==> src/rtl/msgpu_pkg.sv <==
// Shared definitions for the msgpu framebuffer controller: bus opcodes,
// command-parser states and the write FIFO entry layout.
package msgpu_pkg;

    localparam logic [7:0] OP_NOP         = 8'h00;
    localparam logic [7:0] OP_SET_ADDRESS = 8'h01;
    localparam logic [7:0] OP_WRITE       = 8'h02;
    localparam logic [7:0] OP_FILL        = 8'h03;
    localparam logic [7:0] OP_CLEAR_ERROR = 8'h04;

    typedef enum logic [2:0] {
        ST_IDLE,
        ST_ADDR0,
        ST_ADDR1,
        ST_ADDR2,
        ST_WRITE,
        ST_FILL_COLOR,
        ST_FILLING
    } fb_state_t;

    // A FIFO entry is {address, pixel}, address in the upper bits.
    function automatic int fifo_entry_width(input int address_width, input int data_width);
        return address_width + data_width;
    endfunction

endpackage

==> src/rtl/msgpu_write_fifo.sv <==
// Synchronous FIFO holding pending framebuffer writes; DEPTH must be a power of 2.
// Pushes while full and pops while empty are ignored.
module msgpu_write_fifo #(
    parameter int WIDTH = 30,
    parameter int DEPTH = 4
) (
    input  logic             system_clock,
    input  logic             reset,
    input  logic             push,
    input  logic [WIDTH-1:0] push_data,
    input  logic             pop,
    output logic [WIDTH-1:0] pop_data,
    output logic             full,
    output logic             empty
);

    localparam int PTR_W   = $clog2(DEPTH);
    localparam int COUNT_W = PTR_W + 1;

    logic [WIDTH-1:0]   storage [DEPTH];
    logic [PTR_W-1:0]   write_index;
    logic [PTR_W-1:0]   read_index;
    logic [COUNT_W-1:0] count;
    logic               do_push;
    logic               do_pop;

    assign full     = (count == COUNT_W'(DEPTH));
    assign empty    = (count == '0);
    assign do_push  = push && !full;
    assign do_pop   = pop && !empty;
    assign pop_data = storage[read_index];

    // Indices wrap naturally because DEPTH is a power of 2.
    always_ff @(posedge system_clock or posedge reset) begin
        if (reset) begin
            write_index <= '0;
            read_index  <= '0;
            count       <= '0;
            for (int i = 0; i < DEPTH; i++) begin
                storage[i] <= '0;
            end
        end else begin
            if (do_push) begin
                storage[write_index] <= push_data;
                write_index          <= write_index + 1'b1;
            end
            if (do_pop) begin
                read_index <= read_index + 1'b1;
            end
            case ({do_push, do_pop})
                2'b10:   count <= count + 1'b1;
                2'b01:   count <= count - 1'b1;
                default: count <= count;
            endcase
        end
    end

endmodule

==> src/rtl/msgpu_framebuffer_controller.sv <==
// Turns MCU command/data bytes into queued framebuffer writes and shares the
// single RAM port with VGA reads, which always take priority.
module msgpu_framebuffer_controller
    import msgpu_pkg::*;
#(
    parameter int ADDRESS_WIDTH    = 22,
    parameter int DATA_WIDTH       = 8,
    parameter int FIFO_DEPTH       = 4,
    parameter int FRAMEBUFFER_SIZE = 76800
) (
    input  logic                     system_clock,
    input  logic                     reset,
    input  logic                     bus_valid,
    input  logic                     bus_command_data,
    input  logic [7:0]               bus_data,
    output logic                     bus_ready,
    input  logic                     vga_read_request,
    input  logic [ADDRESS_WIDTH-1:0] vga_read_address,
    output logic [DATA_WIDTH-1:0]    vga_read_data,
    output logic                     vga_read_valid,
    output logic [ADDRESS_WIDTH-1:0] mem_address,
    output logic [DATA_WIDTH-1:0]    mem_write_data,
    output logic                     mem_write_enable,
    input  logic [DATA_WIDTH-1:0]    mem_read_data,
    output logic                     busy,
    output logic                     error
);

    localparam int ENTRY_WIDTH = fifo_entry_width(ADDRESS_WIDTH, DATA_WIDTH);
    localparam logic [ADDRESS_WIDTH-1:0] LAST_ADDRESS = ADDRESS_WIDTH'(FRAMEBUFFER_SIZE - 1);
    localparam logic [23:0] SIZE_24 = 24'(FRAMEBUFFER_SIZE);

    fb_state_t                state, next_state;
    logic [ADDRESS_WIDTH-1:0] write_pointer, next_write_pointer;
    logic [ADDRESS_WIDTH-1:0] fill_counter, next_fill_counter;
    logic [15:0]              address_high, next_address_high;
    logic [DATA_WIDTH-1:0]    fill_colour, next_fill_colour;
    logic [23:0]              collected_address;
    logic                     set_error, clear_error;
    logic                     byte_accepted, command_byte, data_byte;
    logic                     fifo_push, fifo_pop, fifo_full, fifo_empty;
    logic [ENTRY_WIDTH-1:0]   push_entry, pop_entry;
    logic                     vga_grant_d1;

    function automatic logic [ADDRESS_WIDTH-1:0] advance(input logic [ADDRESS_WIDTH-1:0] a);
        return (a == LAST_ADDRESS) ? '0 : a + 1'b1;
    endfunction

    assign bus_ready     = !fifo_full && (state != ST_FILLING);
    assign busy          = !fifo_empty || (state == ST_FILLING);
    assign byte_accepted = bus_valid && bus_ready;
    assign command_byte  = byte_accepted && bus_command_data;
    assign data_byte     = byte_accepted && !bus_command_data;
    assign fifo_pop      = !vga_read_request && !fifo_empty;
    assign vga_read_data = vga_read_valid ? mem_read_data : '0;

    msgpu_write_fifo #(
        .WIDTH (ENTRY_WIDTH),
        .DEPTH (FIFO_DEPTH)
    ) u_write_fifo (
        .system_clock (system_clock),
        .reset        (reset),
        .push         (fifo_push),
        .push_data    (push_entry),
        .pop          (fifo_pop),
        .pop_data     (pop_entry),
        .full         (fifo_full),
        .empty        (fifo_empty)
    );

    // Command parser; an aborted sequence flags error but the new opcode still decodes.
    always_comb begin
        next_state         = state;
        next_write_pointer = write_pointer;
        next_fill_counter  = fill_counter;
        next_address_high  = address_high;
        next_fill_colour   = fill_colour;
        set_error          = 1'b0;
        clear_error        = 1'b0;
        fifo_push          = 1'b0;
        push_entry         = '0;
        collected_address  = {address_high, bus_data};

        if (command_byte) begin
            if (state inside {ST_ADDR0, ST_ADDR1, ST_ADDR2, ST_FILL_COLOR}) begin
                set_error = 1'b1;
            end
            case (bus_data)
                OP_NOP:         next_state = ST_IDLE;
                OP_SET_ADDRESS: next_state = ST_ADDR0;
                OP_WRITE:       next_state = ST_WRITE;
                OP_FILL:        next_state = ST_FILL_COLOR;
                OP_CLEAR_ERROR: begin
                    clear_error = 1'b1;
                    next_state  = ST_IDLE;
                end
                default: begin
                    set_error  = 1'b1;
                    next_state = ST_IDLE;
                end
            endcase
        end else if (data_byte) begin
            case (state)
                ST_IDLE:  set_error = 1'b1;
                ST_ADDR0: begin
                    next_address_high = {8'h00, bus_data};
                    next_state        = ST_ADDR1;
                end
                ST_ADDR1: begin
                    next_address_high = {address_high[7:0], bus_data};
                    next_state        = ST_ADDR2;
                end
                ST_ADDR2: begin
                    if (collected_address >= SIZE_24) begin
                        next_write_pointer = '0;
                        set_error          = 1'b1;
                    end else begin
                        next_write_pointer = ADDRESS_WIDTH'(collected_address);
                    end
                    next_state = ST_IDLE;
                end
                ST_WRITE: begin
                    fifo_push          = 1'b1;
                    push_entry         = {write_pointer, DATA_WIDTH'(bus_data)};
                    next_write_pointer = advance(write_pointer);
                end
                ST_FILL_COLOR: begin
                    next_fill_colour  = DATA_WIDTH'(bus_data);
                    next_fill_counter = '0;
                    next_state        = ST_FILLING;
                end
                default: ;
            endcase
        end else if (state == ST_FILLING && !fifo_full) begin
            fifo_push  = 1'b1;
            push_entry = {fill_counter, fill_colour};
            if (fill_counter == LAST_ADDRESS) begin
                next_fill_counter = '0;
                next_state        = ST_IDLE;
            end else begin
                next_fill_counter = fill_counter + 1'b1;
            end
        end
    end

    // Error is sticky; a new error event beats CLEAR_ERROR in the same cycle.
    always_ff @(posedge system_clock or posedge reset) begin
        if (reset) begin
            state         <= ST_IDLE;
            write_pointer <= '0;
            fill_counter  <= '0;
            address_high  <= '0;
            fill_colour   <= '0;
            error         <= 1'b0;
        end else begin
            state         <= next_state;
            write_pointer <= next_write_pointer;
            fill_counter  <= next_fill_counter;
            address_high  <= next_address_high;
            fill_colour   <= next_fill_colour;
            if (set_error) begin
                error <= 1'b1;
            end else if (clear_error) begin
                error <= 1'b0;
            end
        end
    end

    // RAM port arbiter; the grant pipe lines vga_read_valid up with sync-read data.
    always_ff @(posedge system_clock or posedge reset) begin
        if (reset) begin
            mem_address      <= '0;
            mem_write_data   <= '0;
            mem_write_enable <= 1'b0;
            vga_grant_d1     <= 1'b0;
            vga_read_valid   <= 1'b0;
        end else begin
            vga_grant_d1   <= vga_read_request;
            vga_read_valid <= vga_grant_d1;
            if (vga_read_request) begin
                mem_address      <= vga_read_address;
                mem_write_enable <= 1'b0;
            end else if (!fifo_empty) begin
                mem_address      <= pop_entry[ENTRY_WIDTH-1 -: ADDRESS_WIDTH];
                mem_write_data   <= pop_entry[DATA_WIDTH-1:0];
                mem_write_enable <= 1'b1;
            end else begin
                mem_write_enable <= 1'b0;
            end
        end
    end

endmodule

==> config.mk <==
export PLATFORM = sky130hd
export DESIGN_NAME = msgpu_framebuffer_controller
export DESIGN_NICKNAME = d
export VERILOG_FILES = /design/src/rtl/msgpu_pkg.sv /design/src/rtl/msgpu_write_fifo.sv /design/src/rtl/msgpu_framebuffer_controller.sv
export SDC_FILE = /design/constraint.sdc
export NUM_CORES = 1
export LEC_CHECK = 0
export BUFFER_PORTS_ARGS = -buffer_cell sky130_fd_sc_hd__buf_2
export CAP_MARGIN = 20
export CORE_MARGIN = 2
export CORE_UTILIZATION = 53
export CTS_CLUSTER_SIZE = 25
export DETAILED_ROUTE_END_ITERATION = 10
export PLACE_DENSITY_LB_ADDON = 0.3
export SETUP_SLACK_MARGIN = 0.02
export SLEW_MARGIN = 10
export SYNTH_ARGS = -nofsm -noshare
export SYNTH_HDL_FRONTEND = slang
export SYNTH_SLANG_ARGS = --single-unit
==> constraint.sdc <==
create_clock -name system_clock -period 10.25 [get_ports system_clock]
set_input_delay 1.025 -clock system_clock [delete_from_list [all_inputs] [get_ports system_clock]]
set_output_delay 1.025 -clock system_clock [all_outputs]
set_load 0.005 [all_outputs]
==> results_tabular.tex, run 1 <==
\begin{tabular}{lr}
\hline
Metric & Value \\
\hline
\multicolumn{2}{l}{\textbf{Status}} \\
\quad Result of the run & complete, no violations \\
\multicolumn{2}{l}{\textbf{STA}} \\
\quad RSZ-0062 raised after global routing & false \\
\quad Max Clock Skew & about 15 ps \\
\quad Worst slew margin relative to its limit & 31.0\% \\
\quad Number of endpoints with negative hold slack in the final report & 0 \\
\quad Minimum clock period & $\sim$3300 ps \\
\quad Final Max Tran Viols & 0 \\
\quad Final critical-path share of the clock period & between 30\% and 40\% \\
\quad Slack of the critical path & 6980 ps \\
\quad Highest achievable clock rate & 305 MHz \\
\quad Transition at the pin with the smallest max-transition slack & 1030 ps \\
\quad Accumulated negative setup slack & 0 ps \\
\quad Endpoints failing setup & 0 \\
\multicolumn{2}{l}{\textbf{Yosys}} \\
\quad Area share of the leading cell type in the synthesized netlist & 52.6\% \\
\quad Most common cell in the netlist & dfrtp\_1 \\
\quad Fraction of the mapped netlist area in simple logic gates & 11.4\% \\
\quad Yosys top cell by area & dfrtp\_1 \\
\quad Compound-cell area share of the yosys netlist & 20.4\% \\
\quad Post-synthesis adder-cell area fraction & less than 1\% \\
\quad Avg Cell Area, Syn & 11.5 sq um \\
\quad Post-synthesis xor/xnor area fraction & approximately 1.3\% \\
\quad Synth Warn \# & 0 \\
\quad Post-synthesis net count & about 1000 \\
\quad Dominant combinational cell family by area after synthesis & compound AO/OA/AOI/OAI gates \\
\quad EDFF count, synth & 0 \\
\quad Synthesized instance count & roughly 960 \\
\quad Share of cell area taken by muxes after synthesis & between 10 and 15\% \\
\quad Sequential share of the synthesized area & 52.6\% \\
\quad Flip-flop and latch count after synthesis & approximately 230 \\
\quad Fraction of registers with async set/reset & 100\% \\
\quad Number of distinct standard cells referenced by the synthesized netlist & 62 \\
\quad Top flip-flop cell by instance count after synthesis & dfrtp\_1 \\
\quad Biggest area contributors in the synthesized netlist & dfrtp\_1, a22o\_1, mux4\_2, nand2\_1, o21ai\_0 \\
\quad Area of the mapped netlist & 11000 sq um \\
\quad Top cell types by occurrence after synthesis & dfrtp\_1, a22o\_1, nand2\_1 \\
\multicolumn{2}{l}{\textbf{Power and ir drop}} \\
\quad Static leakage power & 5.72 nW \\
\quad Power Density & 184 nW/um\^{}2 \\
\quad Total power of the final layout & about 2.3 mW \\
\quad Peak ir drop on the vdd network & around 140 uV \\
\multicolumn{2}{l}{\textbf{Drt}} \\
\quad DRC viols & 0 \\
\quad Detailed Route Iter0 Violations & 837 \\
\quad Routed Antenna Nets & 0 \\
\quad Routed vias & 8474 \\
\quad Router iterations before antenna repair & 6 \\
\quad Post-DR wirelength/cell & 21.1 um \\
\quad Sum of routed wire length over all layers & 27500 um \\
\quad Vias per cell & roughly 6.5 \\
\multicolumn{2}{l}{\textbf{Global routing}} \\
\quad Gr ovfl total & 0 \\
\quad Overall track demand over capacity in global routing & 25.1\% \\
\quad Maximum number of pins on one net before global-route repair & 152 \\
\quad Antenna violations before repair & 0 \\
\quad Via count of the first global-routing pass & 8160 \\
\quad First-pass GRT wire length & between 40000 and 50000 um \\
\multicolumn{2}{l}{\textbf{Run}} \\
\quad Total of max-cap violations & 0 \\
\multicolumn{2}{l}{\textbf{Placed design}} \\
\quad Worst Setup Slack post-DPL & 6730 ps \\
\quad Cells after DPL & 1256 \\
\quad Final RePlAce weighted congestion & 0.897 \\
\quad Half-perimeter wire length after placement & 17100 um \\
\quad Number of buffers added on ports & 85 \\
\multicolumn{2}{l}{\textbf{Clocking}} \\
\quad Clock root buffer master & clkbuf\_16 \\
\quad Count of instances resized after the clock tree is built & 0 \\
\quad Total setup buffers inserted after CTS & 0 \\
\quad Sink Count & roughly 230 \\
\quad CTS Hold Bufs & 0 \\
\quad Max H-tree Level & 1 \\
\quad Worst skew pair latency & 520 ps \\
\quad Number of CTS-inserted buffers & 24 \\
\quad Clock input transition at the sequential cells of the worst setup and hold paths & 60 ps \\
\quad CTS tree & done \\
\quad Max clock buf depth & 3 \\
\multicolumn{2}{l}{\textbf{Min path}} \\
\quad Worst min path class & reg -> reg \\
\quad Hold path depth & 0 \\
\multicolumn{2}{l}{\textbf{Setup path}} \\
\quad Critical-path maximum fanout & 39 \\
\quad Setup crit end & u\_write\_fifo.count[2] \\
\quad Crit start category & flop \\
\quad Crit Reg-Reg Startpoint & state[0] \\
\quad Startpoint of the worst setup timing path & state[0] \\
\quad Worst endpoint required time & 10650 ps \\
\quad Arrival time at the worst endpoint & 3670 ps \\
\quad Endpoint of the worst-slack reg-to-reg timing path & u\_write\_fifo.count[2] \\
\quad R2R depth & 10 \\
\quad R2r setup slk & approximately 7000 ps \\
\quad Critical path class & reg -> reg \\
\quad Kind of end point of the critical path & flop \\
\multicolumn{2}{l}{\textbf{Die}} \\
\quad Core area & slightly above 20000 sq um \\
\quad Total die area & roughly 22000 sq um \\
\quad Die height & $\sim$150 um \\
\quad Die Span X & 148 um \\
\quad Site Rows & 52 \\
\quad Number of top-level pins & 86 \\
\quad Initial core utilization & 54.2\% \\
\multicolumn{2}{l}{\textbf{Final layout}} \\
\quad Sequential cell area in the final layout & about 5800 sq um \\
\quad Final net count & 1067 \\
\quad Post-Layout Cell Count & around 1300 \\
\quad Area used by multi-input combinational logic & 4930 sq um \\
\quad Share of layout cells above drive strength 1 & 19.9\% \\
\quad Ant. Diodes & 0 \\
\quad Area added between synthesis and finish & 14.1\% \\
\quad Number of filler instances in the final layout & approximately 1600 \\
\hline
\end{tabular}
worst max-delay path: stages (launching register included):
cell and delay, ps:
dfrtp_1 600, or3b_1 720, nor4_4 350, buf_4 430, nor2_1 180, ha_1 250
inv_1 70, fa_1 170, xor2_1 150, nor2_1 60, xor2_1 130
metrics by stage:
step / hold WS (ps) / util [%] / cell area [sq um]
6_report: 357 / 61.9 / 12600
5_1_grt: 370 / 61.9 / 12600
4_1_cts: 358 / 61.5 / 12500
3_5_place_dp: 344 / 57.4 / 11700
3_3_place_gp: 333 / 57.4 / 11700
2_1_floorplan: 331 / - / 11000
state kept, by name, summed over array words and instances (netlist names), 8 cells and up:
register              count
address_high             16
fill_colour               8
fill_counter             22
mem_address              22
mem_write_data            8
u_write_fifo.storage    120
write_pointer            22
worst min-delay path by stage:
stage / from / to / slack [ps]
2_1_floorplan: vga_grant_d1 / vga_read_valid / 330
3_3_place_gp: vga_grant_d1 / vga_read_valid / 330
3_5_place_dp: vga_grant_d1 / vga_read_valid / 340
4_1_cts: vga_grant_d1 / vga_read_valid / 360
5_1_grt: vga_grant_d1 / vga_read_valid / 370
6_report: vga_grant_d1 / vga_read_valid / 360
cell families after synthesis:
logic type	after synthesis
compound gates	290
simple gates	250
flops	232
buf+inv	89
mux	71
xor+xnor	17
fa+ha+maj	8
power by group:
group | total, mW | leakage, nW | switching [mW] | internal [mW]
clock network | 0.911 | 0.407 | 0.359 | 0.552
logic | 0.359 | 2.21 | 0.198 | 0.160
registers | 1.05 | 3.10 | 0.0801 | 0.970
metal layers:
layer | vias to the layer above | track usage, % | wire [um] | share of wire [%]
li1 | 3781 | - | - | -
met1 | 4273 | 38.3 | 12400 | 45
met2 | 382 | 38.8 | 12600 | 46
met3 | 38 | 3.25 | 1990 | 7.2
met4 | 0 | 5.76 | 478 | 1.7
met5 | - | 0 | 0 | 0
layout make-up:
| class | instances | share of cell area, % |
|---|---|---|
| Clock inverter | 8 | 1.02 |
| Inverter | 18 | 0.596 |
| Multi-Input combinational cell | 636 | 39.2 |
| Tap cell | 270 | 2.68 |
| Timing Repair Buffer | 104 | 4.81 |
| Sequential cell | 232 | 46.1 |
| Clock buffer | 36 | 5.60 |
placed cells by master (no fill, tap or decap), drive strengths merged, types with 3 or more instances in the layout:
cell type	Yosys	final
bufinv	0	3
ha	7	7
and4	7	7
nor4b	3	3
o2111ai	3	3
nand3	29	29
dfrtp	232	232
o211ai	14	14
clkbuf	52	36
nand3b	4	4
mux4	30	30
a31oi	6	6
o21ai	49	49
a22o	162	162
nand2	98	98
a41oi	6	6
clkinv	0	4
a211oi	4	4
mux2i	24	24
a211o	3	3
nor4	7	7
a21o	4	4
nor2	30	30
mux2	17	17
buf	19	104
or3b	3	3
nand4	13	13
or3	7	7
nor3b	5	5
and3	8	8
inv	18	18
xnor2	7	7
and2	9	9
nor2b	4	4
xor2	10	10
a221o	3	3
nand2b	4	4
a21oi	21	21
nor3	13	13
No activity file was read; power rests on OpenSTA's default activity.
==> run 2: changes to the inputs <==
--- a/config.mk
+++ b/config.mk
@@ -5,6 +5,7 @@
 export SDC_FILE = /design/constraint.sdc
 export NUM_CORES = 1
 export LEC_CHECK = 0
+export ABC_AREA = 1
 export BUFFER_PORTS_ARGS = -buffer_cell sky130_fd_sc_hd__buf_2
 export CAP_MARGIN = 20
 export CORE_MARGIN = 2
==> constraint.sdc (replaced) <==
create_clock -name system_clock -period 3.35 [get_ports system_clock]
set_input_delay 0.335 -clock system_clock [delete_from_list [all_inputs] [get_ports system_clock]]
set_output_delay 0.335 -clock system_clock [all_outputs]
set_load 0.005 [all_outputs]
==> run 2 against run 1 <==
  * Sequential share of layout area fell by 2.9 points
  * Highest routed layer unchanged
  * Global-route usage rose by 1.2 points
  * Via count rose by 26%
  * Core utilization fell by 0.63 points
  * Non-clock buffer count fell by 1
  * Setup slack got worse by 6300 ps
  * Largest power group unchanged
  * First-iteration DRC count rose by 23%
  * Synthesized cell count rose by 65%
  * Critical path type unchanged
==> results_tabular.tex, run 2 <==
\begin{tabular}{lr}
\hline
Metric & Value \\
\hline
\multicolumn{2}{l}{\textbf{STA}} \\
\quad Transition at the pin with the smallest max-transition slack & 1000 ps \\
\quad Minimum clock period & 2650 ps \\
\quad Worst slew margin relative to its limit & 33.0\% \\
\quad Accumulated negative setup slack & 0 ps \\
\quad Number of endpoints with negative hold slack in the final report & 0 \\
\quad Tightest hold margin & 60.4 ps \\
\quad RSZ-0062 raised after global routing & false \\
\quad Final critical-path share of the clock period & about four fifths \\
\quad Endpoints failing setup & 0 \\
\quad Max Clock Skew & approximately 24 ps \\
\quad Highest achievable clock rate & 378 MHz \\
\quad Final Max Tran Viols & 0 \\
\multicolumn{2}{l}{\textbf{Drt}} \\
\quad Sum of routed wire length over all layers & slightly above 30000 um \\
\quad Routed vias & between 10000 and 15000 \\
\quad Met3 routed WL & 2070 um \\
\quad Routed Antenna Nets & 0 \\
\quad Vias per cell & about 5.5 \\
\quad DRC viols & 0 \\
\quad Wire length on met1 & 14100 um \\
\quad Post-DR wirelength/cell & 15.9 um \\
\quad Router iterations before antenna repair & 7 \\
\quad Top sig layer & met4 \\
\quad Met2 wire length & 13900 um \\
\quad Detailed Route Iter0 Violations & 1032 \\
\multicolumn{2}{l}{\textbf{Die}} \\
\quad Number of top-level pins & 86 \\
\quad Total die area & around 24000 sq um \\
\quad Die height & 154 um \\
\quad Core area & 22000 sq um \\
\quad Site Rows & 54 \\
\quad Initial core utilization & 54.3\% \\
\quad Die Span X & 154 um \\
\multicolumn{2}{l}{\textbf{Placed design}} \\
\quad Post-Place Cell Area & 12500 sq um \\
\quad Half-perimeter wire length after placement & 20900 um \\
\quad Number of buffers added on ports & 85 \\
\quad Final RePlAce weighted congestion & about 0.98 \\
\quad Cells after DPL & 1884 \\
\multicolumn{2}{l}{\textbf{Clocking}} \\
\quad CTS Hold Bufs & 1 \\
\quad Clock root buffer master & clkbuf\_16 \\
\quad Sink Count & 232 \\
\quad Count of instances resized after the clock tree is built & 0 \\
\quad Worst skew pair latency & 530 ps \\
\quad CTS tree & done \\
\quad Max H-tree Level & 1 \\
\quad Max clock buf depth & 3 \\
\quad Number of CTS-inserted buffers & 26 \\
\quad Clock input transition at the sequential cells of the worst setup and hold paths & 60 ps \\
\quad Total setup buffers inserted after CTS & 0 \\
\multicolumn{2}{l}{\textbf{Final layout}} \\
\quad Cell area after layout & about 13000 sq um \\
\quad Share of layout cells above drive strength 1 & 11.0\% \\
\quad Most common library cell in the layout ignoring fill and taps & nand2\_1 \\
\quad Number of filler instances in the final layout & 1961 \\
\quad Final net count & 1685 \\
\quad Ant. Diodes & 0 \\
\quad Max reg flops & 120 \\
\quad Highest-count cells in the layout ignoring fill and taps & nand2\_1, dfrtp\_1, nor2\_1 \\
\quad Largest register by flop count & u\_write\_fifo.storage \\
\quad Area added between synthesis and finish & 12.7\% \\
\quad Sequential cell area in the final layout & around 5800 sq um \\
\quad Post-Layout Cell Count & 1931 \\
\quad Area used by multi-input combinational logic & 5260 sq um \\
\quad Final cell utilization of the core & between 60\% and 70\% \\
\multicolumn{2}{l}{\textbf{Min path}} \\
\quad Worst min path class & in -> reg \\
\quad Hold path depth & 3 \\
\multicolumn{2}{l}{\textbf{Setup path}} \\
\quad R2R depth & 10 \\
\quad Critical-path maximum fanout & 29 \\
\quad Crit start category & flop \\
\quad Arrival time at the worst endpoint & roughly 3000 ps \\
\quad Buffering stage count on the worst path with inverters included & 3 \\
\quad Worst endpoint required time & between 3000 and 4000 ps \\
\quad Total number of cells along the worst setup path & 10 \\
\quad Slowest cell on the critical path & nor2\_4 \\
\quad Cells traversed along the worst timing path & inv\_2 > nand3\_4 > nand3\_4 > nor2\_4 > nand2\_2 > nand2\_2 > buf\_4 > inv\_1 > nand2\_1 > o21ai\_0 \\
\quad Critical path class & reg -> reg \\
\quad Dominant delay contributor by cell family on the critical path & simple AND/OR/NAND/NOR gates \\
\quad Critical Path Max Stage Delay & 450 ps \\
\quad Kind of end point of the critical path & flop \\
\multicolumn{2}{l}{\textbf{Yosys}} \\
\quad Number of distinct standard cells referenced by the synthesized netlist & 38 \\
\quad Dominant combinational cell family by area after synthesis & simple AND/OR/NAND/NOR gates \\
\quad Synthesized instance count & 1576 \\
\quad Yosys top cell by area & dfrtp\_1 \\
\quad Most common cell in the netlist & nand2\_1 \\
\quad Share of cell area taken by muxes after synthesis & 0\% \\
\quad EDFF count, synth & 0 \\
\quad Compound-cell area share of the yosys netlist & 13.5\% \\
\quad Fraction of the mapped netlist area in simple logic gates & 28.5\% \\
\quad Sequential share of the synthesized area & 48.7\% \\
\quad Avg Cell Area, Syn & 7.57 sq um \\
\quad Post-synthesis adder-cell area fraction & 0.902\% \\
\quad Top flip-flop cell by instance count after synthesis & dfrtp\_1 \\
\quad Flip-flop and latch count after synthesis & 232 \\
\quad Area share of the leading cell type in the synthesized netlist & 48.7\% \\
\quad Post-synthesis net count & approximately 1600 \\
\quad Post-synthesis xor/xnor area fraction & under 10\% \\
\quad Biggest area contributors in the synthesized netlist & dfrtp\_1, nand2\_1, o21ai\_0, nor2\_1, inv\_1 \\
\quad Top cell types by occurrence after synthesis & nand2\_1, dfrtp\_1, nor2\_1 \\
\quad Area of the mapped netlist & 11900 sq um \\
\quad Synth Warn \# & 0 \\
\quad Fraction of registers with async set/reset & 100\% \\
\multicolumn{2}{l}{\textbf{Power and ir drop}} \\
\quad Power Density & just under 700 nW/um\^{}2 \\
\quad Static leakage power & about 6.6 nW \\
\quad Peak ir drop on the vdd network & 448 uV \\
\multicolumn{2}{l}{\textbf{Run}} \\
\quad Total of max-cap violations & 0 \\
\multicolumn{2}{l}{\textbf{Global routing}} \\
\quad Via count of the first global-routing pass & 10098 \\
\quad Overall track demand over capacity in global routing & 26.3\% \\
\quad First-pass GRT wire length & approximately 50000 um \\
\quad Antenna violations before repair & 0 \\
\quad Maximum number of pins on one net before global-route repair & 90 \\
\quad Gr ovfl total & 0 \\
\multicolumn{2}{l}{\textbf{Status}} \\
\quad Result of the run & complete, no violations \\
\hline
\end{tabular}
[run 2: logic make-up (layout without fill, tap and decap cells)]
kind of cell | count (synthesis) | after routing
AND/OR/NAND/NOR | 829 | 829
AO/OA/AOI/OAI | 292 | 292
flip-flops | 232 | 232
buffers and inverters | 199 | 274
XOR/XNOR | 16 | 16
adder cells (fa/ha/maj) | 8 | 8
[run 2: path summary, 6_finish.rpt]
path | to | startpoint | slack, ps
worst max-delay path | fill_counter[5] | state[0] | 700
worst min register to register | vga_read_valid | vga_grant_d1 | 350
worst max register to register | fill_counter[5] | state[0] | 700
min in group asynchronous | u_write_fifo.storage[77] | reset | 460
worst min-delay path | mem_address[7] | vga_read_address[7] | 60
max in group asynchronous | write_pointer[21] | reset | 1950
[run 2: worst min-delay path, cell delays in order]
cell and delay [ps]:
buf_2 90, nand2_1 50, a31oi_1 70
[run 2: area by class of cell]
cell class / instances / area share [%]
sequential: 232 / 43.2
multi-input combinational: 1145 / 39.1
clock buffer: 39 / 6.02
timing repair buffer: 103 / 4.56
inverter: 126 / 3.62
tap: 280 / 2.61
clock inverter: 6 / 0.884
[run 2: where the power goes]
group	switching, mW	total (mW)	internal [mW]
registers	0.380	3.63	3.25
clock network	1.13	3.02	1.89
logic	1.58	2.41	0.836
total	3.09	9.06	5.97
[run 2: routing by layer]
metal  vias up  global-route usage (%)
met5         -                       0
met4         0                    6.85
met3        52                    3.21
met2       372                    42.1
met1      5068                    38.2
li1       5193                       -
[run 2: metrics by stage]
step                setup WS (ps)  total power, mW
floorplan                   -20.9             5.25
global placement              916             5.98
detailed placement            792             6.05
CTS                           744             9.09
global route                  457             9.61
finish                        705             9.06
==> run 3: changes to the inputs <==
==> constraint.sdc (replaced) <==
create_clock -name system_clock -period 2.28 [get_ports system_clock]
set_input_delay 0.228 -clock system_clock [delete_from_list [all_inputs] [get_ports system_clock]]
set_output_delay 0.228 -clock system_clock [all_outputs]
set_load 0.005 [all_outputs]
==> run 3 against run 2 <==
  * Non-clock buffer count rose by 44
  * Total power up 49%
  * Sequential power is 48% higher
  * Cell count grew 2.4%
  * Fmax grew 27%
  * Setup slack got worse by 510 ps
  * Clock power up 49%
  * Via count rose by 2.3%
  * Largest power group unchanged
==> results_tabular.tex, run 3 (synthesized netlist as in run 2, its figures left out) <==
\begin{tabular}{lr}
\hline
Metric & Value \\
\hline
\multicolumn{2}{l}{\textbf{Setup path}} \\
\quad Slowest cell on the critical path & dfrtp\_2 \\
\quad Cells traversed along the worst timing path & inv\_2 > nand3\_4 > nand3\_4 > nor2\_4 > buf\_4 > nand2\_8 > nand2\_8 > nand2\_4 > buf\_4 > nand2\_1 > nand2\_1 \\
\quad Worst endpoint required time & 2730 ps \\
\quad Arrival time at the worst endpoint & 2540 ps \\
\quad R2r setup slk & between 150 and 200 ps \\
\quad Kind of end point of the critical path & flop \\
\quad Critical Path Max Stage Delay & 440 ps \\
\quad Startpoint of the worst setup timing path & state[0] \\
\quad Crit start category & flop \\
\quad Crit Reg-Reg Startpoint & state[0] \\
\quad Critical-path maximum fanout & 18 \\
\quad Critical path class & reg -> reg \\
\quad Endpoint of the worst-slack reg-to-reg timing path & u\_write\_fifo.storage[15] \\
\quad R2R depth & 11 \\
\quad Setup crit end & u\_write\_fifo.storage[15] \\
\multicolumn{2}{l}{\textbf{STA}} \\
\quad Max Clock Skew & 11.8 ps \\
\quad Number of endpoints with negative hold slack in the final report & 0 \\
\quad Minimum clock period & 2090 ps \\
\quad Tightest hold margin & around 35 ps \\
\quad Final critical-path share of the clock period & between 90\% and 100\% \\
\quad Highest achievable clock rate & 479 MHz \\
\quad Endpoints failing setup & 0 \\
\quad RSZ-0062 raised after global routing & false \\
\quad Worst slew margin relative to its limit & between 40\% and 50\% \\
\quad Final Max Tran Viols & 0 \\
\quad Transition at the pin with the smallest max-transition slack & 889 ps \\
\quad Slack of the critical path & a little under 200 ps \\
\multicolumn{2}{l}{\textbf{Final layout}} \\
\quad Final cell utilization of the core & 63.5\% \\
\quad Most common library cell in the layout ignoring fill and taps & nand2\_1 \\
\quad Area added between synthesis and finish & 16.8\% \\
\quad Sequential cell area in the final layout & 5810 sq um \\
\quad Share of layout cells above drive strength 1 & 12.4\% \\
\quad Highest-count cells in the layout ignoring fill and taps & nand2\_1, dfrtp\_1, nor2\_1 \\
\quad Area used by multi-input combinational logic & 5280 sq um \\
\quad Final net count & between 1500 and 2000 \\
\quad Number of filler instances in the final layout & 1861 \\
\quad Max reg flops & 120 \\
\quad Largest register by flop count & u\_write\_fifo.storage \\
\quad Ant. Diodes & 0 \\
\multicolumn{2}{l}{\textbf{Global routing}} \\
\quad Via count of the first global-routing pass & about 10000 \\
\quad Maximum number of pins on one net before global-route repair & 74 \\
\quad Gr ovfl total & 0 \\
\quad Overall track demand over capacity in global routing & between 20\% and 30\% \\
\quad Antenna violations before repair & 0 \\
\quad First-pass GRT wire length & 53900 um \\
\multicolumn{2}{l}{\textbf{Die}} \\
\quad Site Rows & 54 \\
\quad Initial core utilization & between 50\% and 60\% \\
\quad Number of top-level pins & 86 \\
\quad Die height & 154 um \\
\quad Total die area & approximately 24000 sq um \\
\quad Core area & 22000 sq um \\
\quad Die Span X & between 150 and 200 um \\
\multicolumn{2}{l}{\textbf{Min path}} \\
\quad Worst min path class & in -> reg \\
\multicolumn{2}{l}{\textbf{Power and ir drop}} \\
\quad Power Density & 971 nW/um\^{}2 \\
\quad Static leakage power & 6.79 nW \\
\quad Peak ir drop on the vdd network & approximately 700 uV \\
\multicolumn{2}{l}{\textbf{Clocking}} \\
\quad CTS tree & done \\
\quad Max H-tree Level & 1 \\
\quad Clock input transition at the sequential cells of the worst setup and hold paths & 60 ps \\
\quad Sink Count & between 200 and 250 \\
\quad Max clock buf depth & 3 \\
\quad Clock root buffer master & clkbuf\_16 \\
\quad Number of CTS-inserted buffers & 26 \\
\quad Worst skew pair latency & 520 ps \\
\multicolumn{2}{l}{\textbf{Drt}} \\
\quad Router iterations before antenna repair & 6 \\
\quad Routed Antenna Nets & 0 \\
\quad Sum of routed wire length over all layers & $\sim$32000 um \\
\quad Wire length on met1 & 14700 um \\
\quad Top sig layer & met4 \\
\quad DRC viols & 0 \\
\quad Post-DR wirelength/cell & 16.4 um \\
\quad Met3 routed WL & between 2000 and 3000 um \\
\quad Met2 wire length & 14500 um \\
\quad Vias per cell & roughly 5.5 \\
\quad Routed vias & around 11000 \\
\quad Detailed Route Iter0 Violations & 1212 \\
\multicolumn{2}{l}{\textbf{Placed design}} \\
\quad Worst Setup Slack post-DPL & between 100 and 150 ps \\
\quad Final RePlAce weighted congestion & 0.928 \\
\quad Number of buffers added on ports & 85 \\
\quad Half-perimeter wire length after placement & 21800 um \\
\multicolumn{2}{l}{\textbf{Status}} \\
\quad Result of the run & complete, no violations \\
\multicolumn{2}{l}{\textbf{Run}} \\
\quad Total of max-cap violations & 0 \\
\hline
\end{tabular}
==> run 3: repair_timing <==
| action | in CTS | in global routing |
|---|---|---|
| hold endpoints to repair | 32 | 0 |
| setup endpoints to repair | 0 | 99 |
| gates resized for setup | 0 | 16 |
| hold buffers | 23 | 0 |
| buffers inserted | 0 | 2 |
==> run 3: worst min-delay path by stage <==
stage / start / to / slack, ps / cells past startpoint
after floorplan: vga_read_request / vga_grant_d1 / 260 / 0
after global placement: reset / u_write_fifo.storage[85] / 290 / 2
after detailed placement: reset / u_write_fifo.storage[85] / 290 / 2
after CTS: bus_data[0] / state[0] / 20 / 3
after global routing: bus_data[0] / state[0] / 30 / 3
final: bus_data[0] / state[0] / 30 / 3
==> run 3: layout make-up <==
| class | instances | area share (%) |
|---|---|---|
| flip-flops and latches | 232 | 41.7 |
| multi-input cells | 1145 | 37.9 |
| repair buffers | 147 | 7.64 |
| clock buffers | 38 | 5.72 |
| inverters | 126 | 3.60 |
| well taps | 280 | 2.51 |
| clock inverters | 9 | 0.987 |
==> run 3: routing by layer <==
metal	GRT usage [%]	vias up
met1	41.0	5136
li1	-	5285
met2	43.3	451
met4	6.94	0
met5	0	-
met3	4.45	54
==> run 3: power breakdown <==
part / total, mW / internal (mW) / switching [mW]
clock network: 4.49 / 2.77 / 1.72
logic: 3.67 / 1.35 / 2.32
registers: 5.38 / 4.78 / 0.603
total: 13.5 / 8.90 / 4.64
==> run 3: critical path: cells and delay by family (launching register included) <==
family                 cells  cell delay, ps
AND/OR/NAND/NOR            8             970
buffers and inverters      3             590
flip-flops                 1             440
==> run 3: stage by stage <==
step | power [mW] | cell area (sq um) | TNS, ps | instances
2_1_floorplan | 7.72 | 11900 | -228270 | 1576
3_3_place_gp | 8.92 | 12700 | 0 | 1905
3_5_place_dp | 9.02 | 12700 | 0 | 1905
4_1_cts | 13.6 | 13900 | 0 | 1975
5_1_grt | 14.4 | 13900 | 0 | 1977
6_report | 13.5 | 13900 | 0 | 1977
